**src/rtl/led_cmd_pkg.sv**
```systemverilog
// Shared constants and types for the LED command scheduler: legal command
// bytes, FSM state encoding and arbitration source encoding.
package led_cmd_pkg;

  localparam logic [7:0] CMD_RED_ON    = 8'h52;  // 'R'
  localparam logic [7:0] CMD_RED_OFF   = 8'h72;  // 'r'
  localparam logic [7:0] CMD_GREEN_ON  = 8'h47;  // 'G'
  localparam logic [7:0] CMD_GREEN_OFF = 8'h67;  // 'g'
  localparam logic [7:0] CMD_BLUE_ON   = 8'h42;  // 'B'
  localparam logic [7:0] CMD_BLUE_OFF  = 8'h62;  // 'b'

  typedef enum logic {
    ST_IDLE = 1'b0,
    ST_GAP  = 1'b1
  } state_t;

  typedef enum logic {
    SRC_FIFO  = 1'b0,
    SRC_LOCAL = 1'b1
  } src_t;

  function automatic logic is_legal_cmd(input logic [7:0] b);
    return (b == CMD_RED_ON)   || (b == CMD_RED_OFF)   ||
           (b == CMD_GREEN_ON) || (b == CMD_GREEN_OFF) ||
           (b == CMD_BLUE_ON)  || (b == CMD_BLUE_OFF);
  endfunction

endpackage

```
**src/rtl/cmd_fifo.sv**
```systemverilog
// Small first-word-fall-through byte FIFO for buffering UART commands.
// A push into a full FIFO is accepted only when a pop happens in the same cycle.
module cmd_fifo #(
  parameter int FIFO_DEPTH = 4
) (
  input  logic                          clk,
  input  logic                          rst,
  input  logic                          push,
  input  logic                          pop,
  input  logic [7:0]                    din,
  output logic [7:0]                    dout,
  output logic [$clog2(FIFO_DEPTH):0]   count,
  output logic                          full,
  output logic                          empty
);

  localparam int AW = $clog2(FIFO_DEPTH);
  localparam int CW = AW + 1;

  logic [7:0]    mem [FIFO_DEPTH];
  logic [AW-1:0] rd_ptr_reg;
  logic [AW-1:0] wr_ptr_reg;
  logic [CW-1:0] count_reg;
  logic          do_push;
  logic          do_pop;

  assign full    = (count_reg == CW'(FIFO_DEPTH));
  assign empty   = (count_reg == '0);
  assign do_pop  = pop && !empty;
  // Full-with-pop is safe: the head is read combinationally before the write lands.
  assign do_push = push && (!full || do_pop);

  always_ff @(posedge clk or posedge rst) begin
    if (rst) begin
      rd_ptr_reg <= '0;
      wr_ptr_reg <= '0;
      count_reg  <= '0;
    end else begin
      if (do_push) wr_ptr_reg <= wr_ptr_reg + 1'b1;
      if (do_pop)  rd_ptr_reg <= rd_ptr_reg + 1'b1;
      count_reg <= count_reg + CW'(do_push) - CW'(do_pop);
    end
  end

  always_ff @(posedge clk) begin
    if (do_push) mem[wr_ptr_reg] <= din;
  end

  assign dout  = mem[rd_ptr_reg];
  assign count = count_reg;

endmodule

```
**src/rtl/led_cmd_scheduler.sv**
```systemverilog
// Shares the LED controller's command input between buffered UART bytes and a
// local valid/ready source, with round-robin arbitration and an enforced gap.
module led_cmd_scheduler
  import led_cmd_pkg::*;
#(
  parameter int FIFO_DEPTH = 4,
  parameter int GAP_CYCLES = 16
) (
  input  logic                        clk,
  input  logic                        rst,
  input  logic [7:0]                  rx_byte,
  input  logic                        rx_done,
  input  logic [7:0]                  loc_byte,
  input  logic                        loc_valid,
  output logic                        loc_ready,
  output logic [7:0]                  cmd_byte,
  output logic                        cmd_valid,
  output logic [$clog2(FIFO_DEPTH):0] fifo_count,
  output logic                        overflow,
  output logic [7:0]                  drop_cnt,
  output logic                        busy,
  input  logic                        clr_status
);

  localparam int GW = $clog2(GAP_CYCLES + 1);

  state_t        state_reg;
  src_t          last_grant_reg;
  logic [GW-1:0] gap_cnt_reg;
  logic [7:0]    cmd_byte_reg;
  logic          cmd_valid_reg;
  logic          overflow_reg;
  logic [7:0]    drop_cnt_reg;

  logic       rx_legal;
  logic       loc_legal;
  logic       fifo_req;
  logic       loc_req;
  logic       grant_fifo;
  logic       grant_loc;
  logic [7:0] fifo_dout;
  logic       fifo_full;
  logic       fifo_empty;
  logic       ovf_event;
  logic       rx_drop;
  logic       loc_drop;
  logic [8:0] drop_sum;
  logic [7:0] drop_cnt_next;
  logic       overflow_next;

  assign rx_legal  = is_legal_cmd(rx_byte);
  assign loc_legal = is_legal_cmd(loc_byte);
  assign fifo_req  = !fifo_empty;
  assign loc_req   = loc_valid && loc_legal;

  cmd_fifo #(
    .FIFO_DEPTH(FIFO_DEPTH)
  ) u_fifo (
    .clk   (clk),
    .rst   (rst),
    .push  (rx_done && rx_legal),
    .pop   (grant_fifo),
    .din   (rx_byte),
    .dout  (fifo_dout),
    .count (fifo_count),
    .full  (fifo_full),
    .empty (fifo_empty)
  );

  // Round-robin: on a tie the source that did not win last time is granted.
  always_comb begin
    grant_fifo = 1'b0;
    grant_loc  = 1'b0;
    if (state_reg == ST_IDLE) begin
      if (fifo_req && loc_req) begin
        if (last_grant_reg == SRC_FIFO) grant_loc  = 1'b1;
        else                            grant_fifo = 1'b1;
      end else if (fifo_req) begin
        grant_fifo = 1'b1;
      end else if (loc_req) begin
        grant_loc = 1'b1;
      end
    end
  end

  // Illegal local bytes are acknowledged at once so the source never stalls on them.
  assign loc_ready = !rst && loc_valid && (!loc_legal || grant_loc);

  assign ovf_event = rx_done && rx_legal && fifo_full && !grant_fifo;
  assign rx_drop   = rx_done && !rx_legal;
  assign loc_drop  = loc_valid && !loc_legal;

  // Clear applies first, so events in the clearing cycle still register.
  always_comb begin
    drop_sum      = {1'b0, (clr_status ? 8'd0 : drop_cnt_reg)} + 9'(rx_drop) + 9'(loc_drop);
    drop_cnt_next = drop_sum[8] ? 8'hFF : drop_sum[7:0];
    overflow_next = (overflow_reg && !clr_status) || ovf_event;
  end

  always_ff @(posedge clk or posedge rst) begin
    if (rst) begin
      state_reg      <= ST_IDLE;
      last_grant_reg <= SRC_LOCAL;
      gap_cnt_reg    <= '0;
      cmd_byte_reg   <= 8'h00;
      cmd_valid_reg  <= 1'b0;
      overflow_reg   <= 1'b0;
      drop_cnt_reg   <= 8'h00;
    end else begin
      overflow_reg  <= overflow_next;
      drop_cnt_reg  <= drop_cnt_next;
      cmd_valid_reg <= 1'b0;
      case (state_reg)
        ST_IDLE: begin
          if (grant_fifo || grant_loc) begin
            cmd_byte_reg   <= grant_fifo ? fifo_dout : loc_byte;
            cmd_valid_reg  <= 1'b1;
            last_grant_reg <= grant_fifo ? SRC_FIFO : SRC_LOCAL;
            gap_cnt_reg    <= GW'(GAP_CYCLES - 1);
            state_reg      <= ST_GAP;
          end
        end
        ST_GAP: begin
          if (gap_cnt_reg == '0) state_reg   <= ST_IDLE;
          else                   gap_cnt_reg <= gap_cnt_reg - 1'b1;
        end
        default: state_reg <= ST_IDLE;
      endcase
    end
  end

  assign cmd_byte  = cmd_byte_reg;
  assign cmd_valid = cmd_valid_reg;
  assign overflow  = overflow_reg;
  assign drop_cnt  = drop_cnt_reg;
  assign busy      = (state_reg == ST_GAP) || !fifo_empty;

endmodule

```
**config.mk**
```make
export PLATFORM = sky130hd
export DESIGN_NAME = led_cmd_scheduler
export DESIGN_NICKNAME = d
export VERILOG_FILES = /design/src/rtl/led_cmd_pkg.sv /design/src/rtl/cmd_fifo.sv /design/src/rtl/led_cmd_scheduler.sv
export SDC_FILE = /design/constraint.sdc
export NUM_CORES = 1
export LEC_CHECK = 0
export BUFFER_PORTS_ARGS = -buffer_cell sky130_fd_sc_hd__buf_2
export CORE_UTILIZATION = 55
export DETAILED_ROUTE_END_ITERATION = 7
export GPL_TIMING_DRIVEN = 1
export PLACE_DENSITY = 0.78
export SYNTH_ARGS = -nofsm -noshare
export SYNTH_HDL_FRONTEND = slang
export SYNTH_HIERARCHICAL = 1
export SYNTH_SLANG_ARGS = --single-unit
```
**constraint.sdc**
```tcl
create_clock -name clk -period 2.92 [get_ports clk]
set_input_delay 0.438 -clock clk [delete_from_list [all_inputs] [get_ports clk]]
set_output_delay 0.438 -clock clk [all_outputs]
set_load 0.03 [all_outputs]
```
After elaboration in Yosys (flattened, before gate mapping)
Memories as Yosys holds them, arrays and structs flattened.
Cells that the tools add are included.
{"block": "word_totals", "regBits": 32, "latch_bits": 0, "mem_bits_rw": 32, "romBits": 0, "inputBits": 21, "output_inout_bits": 23, "wordCells": 94, "mem_count": 1}
{"block": "op_classes", "n_addsub": 7, "mul": 0, "div": 0, "n_lt_le_gt_ge": 0, "n_eq_ne": 15, "shift": 0, "mux": 22, "bitwise_logic": 1, "reduce_logical": 38}
{"memory": "u_fifo.mem", "words": 4, "word_bits": 8, "rd": 1, "rd_ports_with_merged_regs": 0, "wr": 1, "line_no": "cmd_fifo.sv:20", "rtl": "logic [7:0] mem [FIFO_DEPTH];"}
{"operator": "$eq 8x7->1 const B", "count": 12}
{"operator": "$mux 8", "count": 3}
{"operator": "$logic_or 1x1->1", "count": 15}
{"operator": "$mux 1", "count": 15}
{"operator": "$logic_and 1x1->1", "count": 12}
{"operator": "$mux 5", "count": 2}
{"operator": "$pmux 5 s2", "count": 1}
{"operator": "$add 8x1->9", "count": 1}
{"operator": "$add 9x1->9", "count": 1}
{"operator": "$logic_not 1->1", "count": 7}
{"operator": "$logic_not 5->1", "count": 1}
{"operator": "$sub 5x1->5 const B", "count": 1}
{"operator": "$add 2x1->2 const B", "count": 2}
{"operator": "$reduce_and 2->1", "count": 2}
{"operator": "$add 3x1->3", "count": 1}
{"operator": "$eq 3x3->1 const B", "count": 1}
{"operator": "$logic_not 3->1", "count": 1}
{"operator": "$sub 3x1->3", "count": 1}
{"operator": "$ne 2x1->1 const B", "count": 1}
{"operator": "$ne 2x2->1 const B", "count": 1}
{"operator": "$pmux 1 s2", "count": 1}
{"operator": "$not 1->1", "count": 1}

Depth between registers and ports, before layout
Gate-level depths: netlist of run 1.
{"block": "logic_depth", "depth_word": 15, "ltp_mapped": 12, "ltp_nobuf": 12}

Modules after synthesis
The synthesis of run 1 kept the hierarchy.
{"module": "cmd_fifo", "n_inst": 1, "cells_each": 78, "area_per_inst_um2": 1581.5, "seq_area_each_um2": 1136.1}
{"module": "led_cmd_scheduler", "n_inst": 1, "cells_each": 136, "area_per_inst_um2": 1350.0, "seq_area_each_um2": 626.9}

Least setup slack after synthesis of run 1
Ideal clock, no wire load.
{"block": "synth_path", "path_type": "input to register", "from": "in loc_byte[4]", "to": "reg u_fifo.count_reg[2] (netlist: u_fifo/count[2])", "setup_time_ps": 124, "arrival_ps": 2603, "required_ps": 2796, "setup_slack_ps": 193, "stages": 11, "n_path_buf": 0, "cell_sequence": "nand2b_1 > a2111oi_4 > a21o_2 > inv_2 > o31ai_2 > or2_1 > a21bo_1 > ha_1 > fa_1 > xnor2_1 > xnor2_1"}
{"block": "synth_via", "elab_chain_cells": 15, "word_cells_on_any_way": 20, "classes_between": "2 x add/sub; 6 x eq/ne; 2 x mux; 10 x reduce/logical"}
{"element": "from (decl)", "line_no": "led_cmd_scheduler.sv:13", "rtl": "input logic [7:0] loc_byte,"}
{"element": "$eq 8x7->1", "line_no": "led_cmd_pkg.sv:23", "rtl": "return (b == CMD_RED_ON) || (b == CMD_RED_OFF) ||"}
{"element": "$logic_or 1x1->1 (2 in series)", "line_no": "led_cmd_pkg.sv:23"}
{"element": "$logic_or 1x1->1 (2 in series)", "line_no": "led_cmd_pkg.sv:24", "rtl": "(b == CMD_GREEN_ON) || (b == CMD_GREEN_OFF) ||"}
{"element": "$logic_or 1x1->1 (*)", "line_no": "led_cmd_pkg.sv:25", "rtl": "(b == CMD_BLUE_ON) || (b == CMD_BLUE_OFF);"}
{"element": "$logic_and 1x1->1 (*)", "line_no": "led_cmd_scheduler.sv:54", "rtl": "assign loc_req = loc_valid && loc_legal;"}
{"element": "$logic_and 1x1->1 (*)", "line_no": "led_cmd_scheduler.sv:75", "rtl": "if (fifo_req && loc_req) begin"}
{"element": "$mux 1 (*)", "line_no": "led_cmd_scheduler.sv:75"}
{"element": "$mux 1 (*)", "line_no": "led_cmd_scheduler.sv:74", "rtl": "if (state_reg == ST_IDLE) begin"}
{"element": "via grant_fifo", "line_no": "led_cmd_scheduler.sv:39", "rtl": "logic grant_fifo;"}
{"element": "$logic_and 1x1->1 (*)", "line_no": "cmd_fifo.sv:29", "rtl": "assign do_pop = pop && !empty;"}
{"element": "$logic_or 1x1->1", "line_no": "cmd_fifo.sv:31", "rtl": "assign do_push = push && (!full || do_pop);"}
{"element": "$logic_and 1x1->1", "line_no": "cmd_fifo.sv:31"}
{"element": "$add 3x1->3", "line_no": "cmd_fifo.sv:41", "rtl": "count_reg <= count_reg + CW'(do_push) - CW'(do_pop);"}
{"element": "$sub 3x1->3 (*)", "line_no": "cmd_fifo.sv:41"}
{"element": "to (signal assigned)", "line_no": "cmd_fifo.sv:41"}
{"element": "to (decl)", "line_no": "cmd_fifo.sv:23", "rtl": "logic [CW-1:0] count_reg;"}
Mark *: on every way through the listed nets, which the timed path passes. The rest lies on a longest branch.
A chain may end at the register's enable or synchronous reset.

Worst setup path in the final report of run 1
{"block": "layout_path", "from": "reg u_fifo.count_reg[2] (netlist: u_fifo/count[2])", "to": "reg u_fifo.count_reg[2] (netlist: u_fifo/count[2])"}
{"block": "layout_via", "elab_chain_cells": 10, "word_cells_on_any_way": 13, "classes_between": "2 x add/sub; 1 x eq/ne; 3 x mux; 7 x reduce/logical"}
{"element": "$logic_not 3->1 (*)", "line_no": "cmd_fifo.sv:28", "rtl": "assign empty = (count_reg == '0);"}
{"element": "via fifo_empty", "line_no": "led_cmd_scheduler.sv:43", "rtl": "logic fifo_empty;"}
{"element": "$logic_not 1->1", "line_no": "led_cmd_scheduler.sv:53", "rtl": "assign fifo_req = !fifo_empty;"}
{"element": "$logic_and 1x1->1", "line_no": "led_cmd_scheduler.sv:75"}
{"element": "$mux 1 (*)", "line_no": "led_cmd_scheduler.sv:75"}
{"element": "$mux 1 (*)", "line_no": "led_cmd_scheduler.sv:74"}
{"element": "via grant_fifo", "line_no": "led_cmd_scheduler.sv:39"}
{"element": "$logic_and 1x1->1 (*)", "line_no": "cmd_fifo.sv:29"}
{"element": "$logic_or 1x1->1", "line_no": "cmd_fifo.sv:31"}
{"element": "$logic_and 1x1->1", "line_no": "cmd_fifo.sv:31"}
{"element": "$add 3x1->3", "line_no": "cmd_fifo.sv:41"}
{"element": "$sub 3x1->3 (*)", "line_no": "cmd_fifo.sv:41"}
Marked as above.

==> results of run 1 <==
cells in the mapped netlist (3+ instances only):
library cell,n,area share [%]
nand2b_1,3,0.64
mux4_2,8,6.1
a21oi_1,6,1.0
nor2_1,10,1.3
and2_1,4,0.85
nand2_1,15,1.9
dfrtp_1,31,26
ha_1,8,3.4
o21ai_0,5,0.85
xnor2_1,5,1.5
a211oi_1,7,1.8
inv_1,22,2.8
nand3_1,5,0.85
nor3_1,4,0.68
edfxtp_1,32,33
xor2_1,5,1.5
worst max-delay path, stage by stage, from the launching register on:
cell and delay [ns]:
dfrtp_1 0.44, nor3_1 0.30, inv_1 0.14, nand2_1 0.11, a21o_2 0.12, inv_2 0.06, o31ai_2 0.11, or2_1 0.20
a21bo_1 0.21, ha_1 0.19, fa_1 0.38, xnor2_1 0.14, xnor2_1 0.13
cell type report:
class	instances	area (um2)
timing repair buffer	49	260
multi-input combinational	123	1050
tap	70	87.6
clock inverter	6	60.1
fill	379	1670
clock buffer	10	128
inverter	23	86.3
sequential	64	1760
routing by layer:
layer	vias to the layer above	share of wire, %	GRT usage, %
li1	888	-	-
met1	884	42	25.5
met2	49	50	35.5
met3	8	5.4	8.03
met4	0	2.0	9.43
met5	-	0	0
stage by stage:
step                util [%]  instance area, um2  total power, uW  setup WS, ns  hold slack [ns]
floorplan                  -                2930             2000         0.193            0.241
global placement        63.6                3250             2250         0.132            0.418
detailed placement      63.6                3250             2280        0.0546            0.416
CTS                     67.3                3440             3000         0.258           0.0412
global route            67.3                3440             3140        0.0407           0.0670
finish                  67.3                3440             2970         0.278           0.0451
worst paths after layout:
check                           cells after the start  slack [ns]                   end            start
worst max-delay path                               12        0.28       u_fifo/count[2]  u_fifo/count[2]
worst min register to register                      1        0.50           cmd_byte[1]      cmd_byte[1]
worst min-delay path                                2        0.05  u_fifo/rd_ptr_reg[0]              rst
worst max register to register                     12        0.28       u_fifo/count[2]  u_fifo/count[2]
min in group clk                                    1        0.32      u_fifo/mem[0][5]       rx_byte[5]
max in group asynchronous                           2        2.03           cmd_byte[0]              rst
power by group through the flow:
stage | clock network (uW) | registers, uW | logic, uW
finish | 713 | 1290 | 968
global route | 769 | 1310 | 1060
CTS | 732 | 1290 | 977
detailed placement | 0 | 1310 | 972
global placement | 0 | 1300 | 948
floorplan | 0 | 1420 | 573
kinds of logic after synthesis:
group	Yosys count	synth area share, %
adders and majority gates	10	4.78
DFF	64	60.1
AOI/OAI and AO/OA	36	10.2
muxes	10	7.00
and+or+nand+nor	57	10.8
xor gates and xnor gates	10	2.99
buffers and inverters	27	4.01
==> reports/qor.yml, run 1 <==
port_buffers: 43
via_per_inst: 5.30
cts_max_level: 3
slew_violations: 0
hpwl_um: 3890
insertion_delay_ns: 0.34
grt_pass1_wl_um: 8360
net-switching-power_uw: 1040
p_seq_share_pct: 43.3
die_x_um: 75.0
layout.cells.non_filler: 345
layout_common_cells: "buf_2 (43), edfxtp_1 (32), dfrtp_1 (31)"
via_count: 1829
p_sw_share_pct: 34.9
ys_seq_elements: 64
path_clk_slew_ns: 0.07
die_area_um2: 5630
drt-total-wl_um: 5250
crit_fanout: 5
hold_class: "in2async"
gp_congestion: 0.750
syn_nets: 245
largest_reg_flops: 32
max_cap_viol_count: 0
startpoint_type: "flip-flop"
cts_resized: 0
worst-setup-path-type: "reg2reg"
post_drt_wl_per_cell_um: 15.2
tightest_slew_ns: 0.925
cts_buffers: 9
start_util_pct: 57.4
ant_nets: 0
period_share_pct: 90.5
dr.pass1.iters: 4
status: "finished clean"
drt_iter0_drc: 79
fp.coreArea_um2: 5110
fmax_mhz: 379
hold_viol_final: 0
drive_gt1_share_pct: 32.4
final_common_cell: "buf_2"
antenna_found_initial: 0
finalClockSkew_ns: 0.00511
fin_nets: 301
fp-row-count: 26
finalSetupViolCount: 0
combinationalPowerShare_pct: 32.6
ys_seq_area_share_pct: 60.1
avgSynthCellArea_um2: 13.7
synth-main-ff-cell: "edfxtp_1"
p_leak_uw: 0.00149
die_y_um: 75.0
hold_buffers: 0
antenna_cells: 0
cts_tree: "done"
endpoint_kind: "flip-flop"
area_growth_syn_to_layout_pct: 17.2
fin_tns_setup_ns: 0
worstPathArrival_ns: 2.87
synth_edf_count: 32
ys_types: 51
power.density_nw_per_um2: 863
fin_crit_ns: 2.64
clockBufferDepth: 2
grt_max_degree: 26
ctsRootBufferMaster: "clkbuf_8"
p_int_uw: 1930
clock-sinks: 64
max_slew_margin_pct: 38.3
syn_inst: 214
critical_path_required_ns: 3.15
rsz0062_at_grt: "no"
grt_pass1_vias: 1761
pin_count: 44
yosys_warnings: 6
power.share.clock_pct: 24.0
overflow: 0
ys_async_sr_fraction_pct: 50.0
vdd_ir_drop_max_v: 0.000560
postCtsSetupRepairBufs: 0
drc_errors: 0
grtUsageTotal_pct: 21.6
dp_cells: 329
synth.cell_area_um2: 2930
No activity file was read; power rests on OpenSTA's default activity.
==> inputs of run 2 (changes only) <==
--- a/config.mk
+++ b/config.mk
@@ -6,10 +6,10 @@
 export NUM_CORES = 1
 export LEC_CHECK = 0
 export BUFFER_PORTS_ARGS = -buffer_cell sky130_fd_sc_hd__buf_2
-export CORE_UTILIZATION = 55
+export CORE_UTILIZATION = 40
 export DETAILED_ROUTE_END_ITERATION = 7
 export GPL_TIMING_DRIVEN = 1
-export PLACE_DENSITY = 0.78
+export PLACE_DENSITY = 0.6
 export SYNTH_ARGS = -nofsm -noshare
 export SYNTH_HDL_FRONTEND = slang
 export SYNTH_HIERARCHICAL = 1
==> run 2 against run 1 <==
Effect of this change: via count down 1.3%; routed wire length up 0.74%; setup slack worse by 0.018 ns; cell area up 1.8%; critical path type unchanged; clock-buffer cell count down 1.
==> reports/qor.yml, run 2 (same netlist as run 1, synthesis figures left out) <==
period_share_pct: 91.1
total_power_uw: 3060
cts_max_level: 3
rr_worst_depth: 12
crit_fanout: 5
antenna_found_initial: 0
drc_errors: 0
worstReg2RegEnd: "u_fifo/count[2]"
fp-row-count: 30
gp_congestion: 0.716
final_common_cell: "buf_2"
r2r_start: "u_fifo/count[1]"
via_count: 1806
layout.cells.non_filler: 370
die_area_um2: 7680
pin_count: 44
dr.pass1.iters: 4
slew_violations: 0
antenna_cells: 0
endpoint_kind: "flip-flop"
max_slew_margin_pct: 37.8
vdd_ir_drop_max_v: 0.000408
post_drt_wl_per_cell_um: 14.3
via_per_inst: 4.88
p_leak_uw: 0.00151
port_buffers: 43
drt_iter0_drc: 70
worst-setup-path-type: "reg2reg"
grt_pass1_vias: 1731
dp_cells: 354
grt_max_degree: 26
insertion_delay_ns: 0.34
power.density_nw_per_um2: 874
dp_slack_ns: 0.0602
drive_gt1_share_pct: 33.2
fin_crit_ns: 2.66
clock-sinks: 64
layout_common_cells: "buf_2 (43), edfxtp_1 (32), dfrtp_1 (31)"
critical_path_required_ns: 3.18
fin_tns_setup_ns: 0
tightest_slew_ns: 0.931
worst_slack_ns: 0.260
clockBufferDepth: 2
max_cap_viol_count: 0
finalClockSkew_ns: 0.00507
finalSetupViolCount: 0
fmax_mhz: 376
hpwl_um: 3810
hold_class: "in2async"
rrSetupSlack_ns: 0.26
status: "finished clean"
area_growth_syn_to_layout_pct: 19.3
ctsRootBufferMaster: "clkbuf_8"
path_clk_slew_ns: 0.07
fin_nets: 300
hold_buffers: 0
die_y_um: 87.6
cts_buffers: 9
ant_nets: 0
rsz0062_at_grt: "no"
start_util_pct: 42.2
largest_reg_flops: 32
grt_pass1_wl_um: 8560
overflow: 0
worstPathArrival_ns: 2.92
cts_tree: "done"
grtUsageTotal_pct: 15.5
postCtsSetupRepairBufs: 0
cts_resized: 0
fp.coreArea_um2: 6940
hold_viol_final: 0
drt-total-wl_um: 5290
die_x_um: 87.6
startpoint_type: "flip-flop"
run 2: worst max-delay path, cell delays in order, from the launching register on:
cell	delay, ns
dfrtp_1	0.47
nor3_2	0.30
inv_1	0.12
nand2_1	0.10
a21o_2	0.11
inv_2	0.06
o31ai_2	0.10
or2_1	0.21
a21bo_1	0.22
ha_1	0.20
fa_1	0.38
xnor2_1	0.18
xnor2_1	0.14
run 2: report_power, final:
group	switching, uW	internal [uW]	total (uW)
Sequential	185	1110	1300
Combinational	516	423	939
Clock	343	481	824
Total	1040	2010	3060
run 2: layer usage:
metal  wire length [um]  global-route usage [%]
met2               2510                    24.8
met5                  0                       0
met1               2440                    19.3
met4                 99                    7.15
met3                238                    4.90
run 2: per-stage QoR:
step / utilization, % / hold WS (ns) / instance area, um2
after floorplan: - / 0.241 / 2930
after global placement: 47.1 / 0.416 / 3270
after detailed placement: 47.1 / 0.416 / 3270
after CTS: 50.3 / 0.0435 / 3490
after global routing: 50.4 / 0.0631 / 3500
final: 50.4 / 0.0512 / 3500
run 2: worst max-delay path by stage:
| stage | depth (start not counted) | endpoint | slack [ns] | from |
|---|---|---|---|---|
| after floorplan | 11 | u_fifo/count[2] | 0.19 | loc_byte[4] |
| after global placement | 12 | u_fifo/count[2] | 0.13 | loc_byte[4] |
| after detailed placement | 12 | u_fifo/count[2] | 0.06 | loc_byte[4] |
| after CTS | 12 | u_fifo/count[2] | 0.12 | u_fifo/count[1] |
| after global routing | 12 | u_fifo/count[2] | 0.07 | u_fifo/count[1] |
| final | 12 | u_fifo/count[2] | 0.26 | u_fifo/count[1] |
run 2: layout make-up:
| class | instances | area [um2] |
|---|---|---|
| clock inverter | 7 | 96.3 |
| timing repair buffer | 48 | 253 |
| multi-input combinational | 123 | 1060 |
| fill | 624 | 3450 |
| inverter | 23 | 86.3 |
| sequential | 64 | 1760 |
| tap | 96 | 120 |
| clock buffer | 9 | 124 |
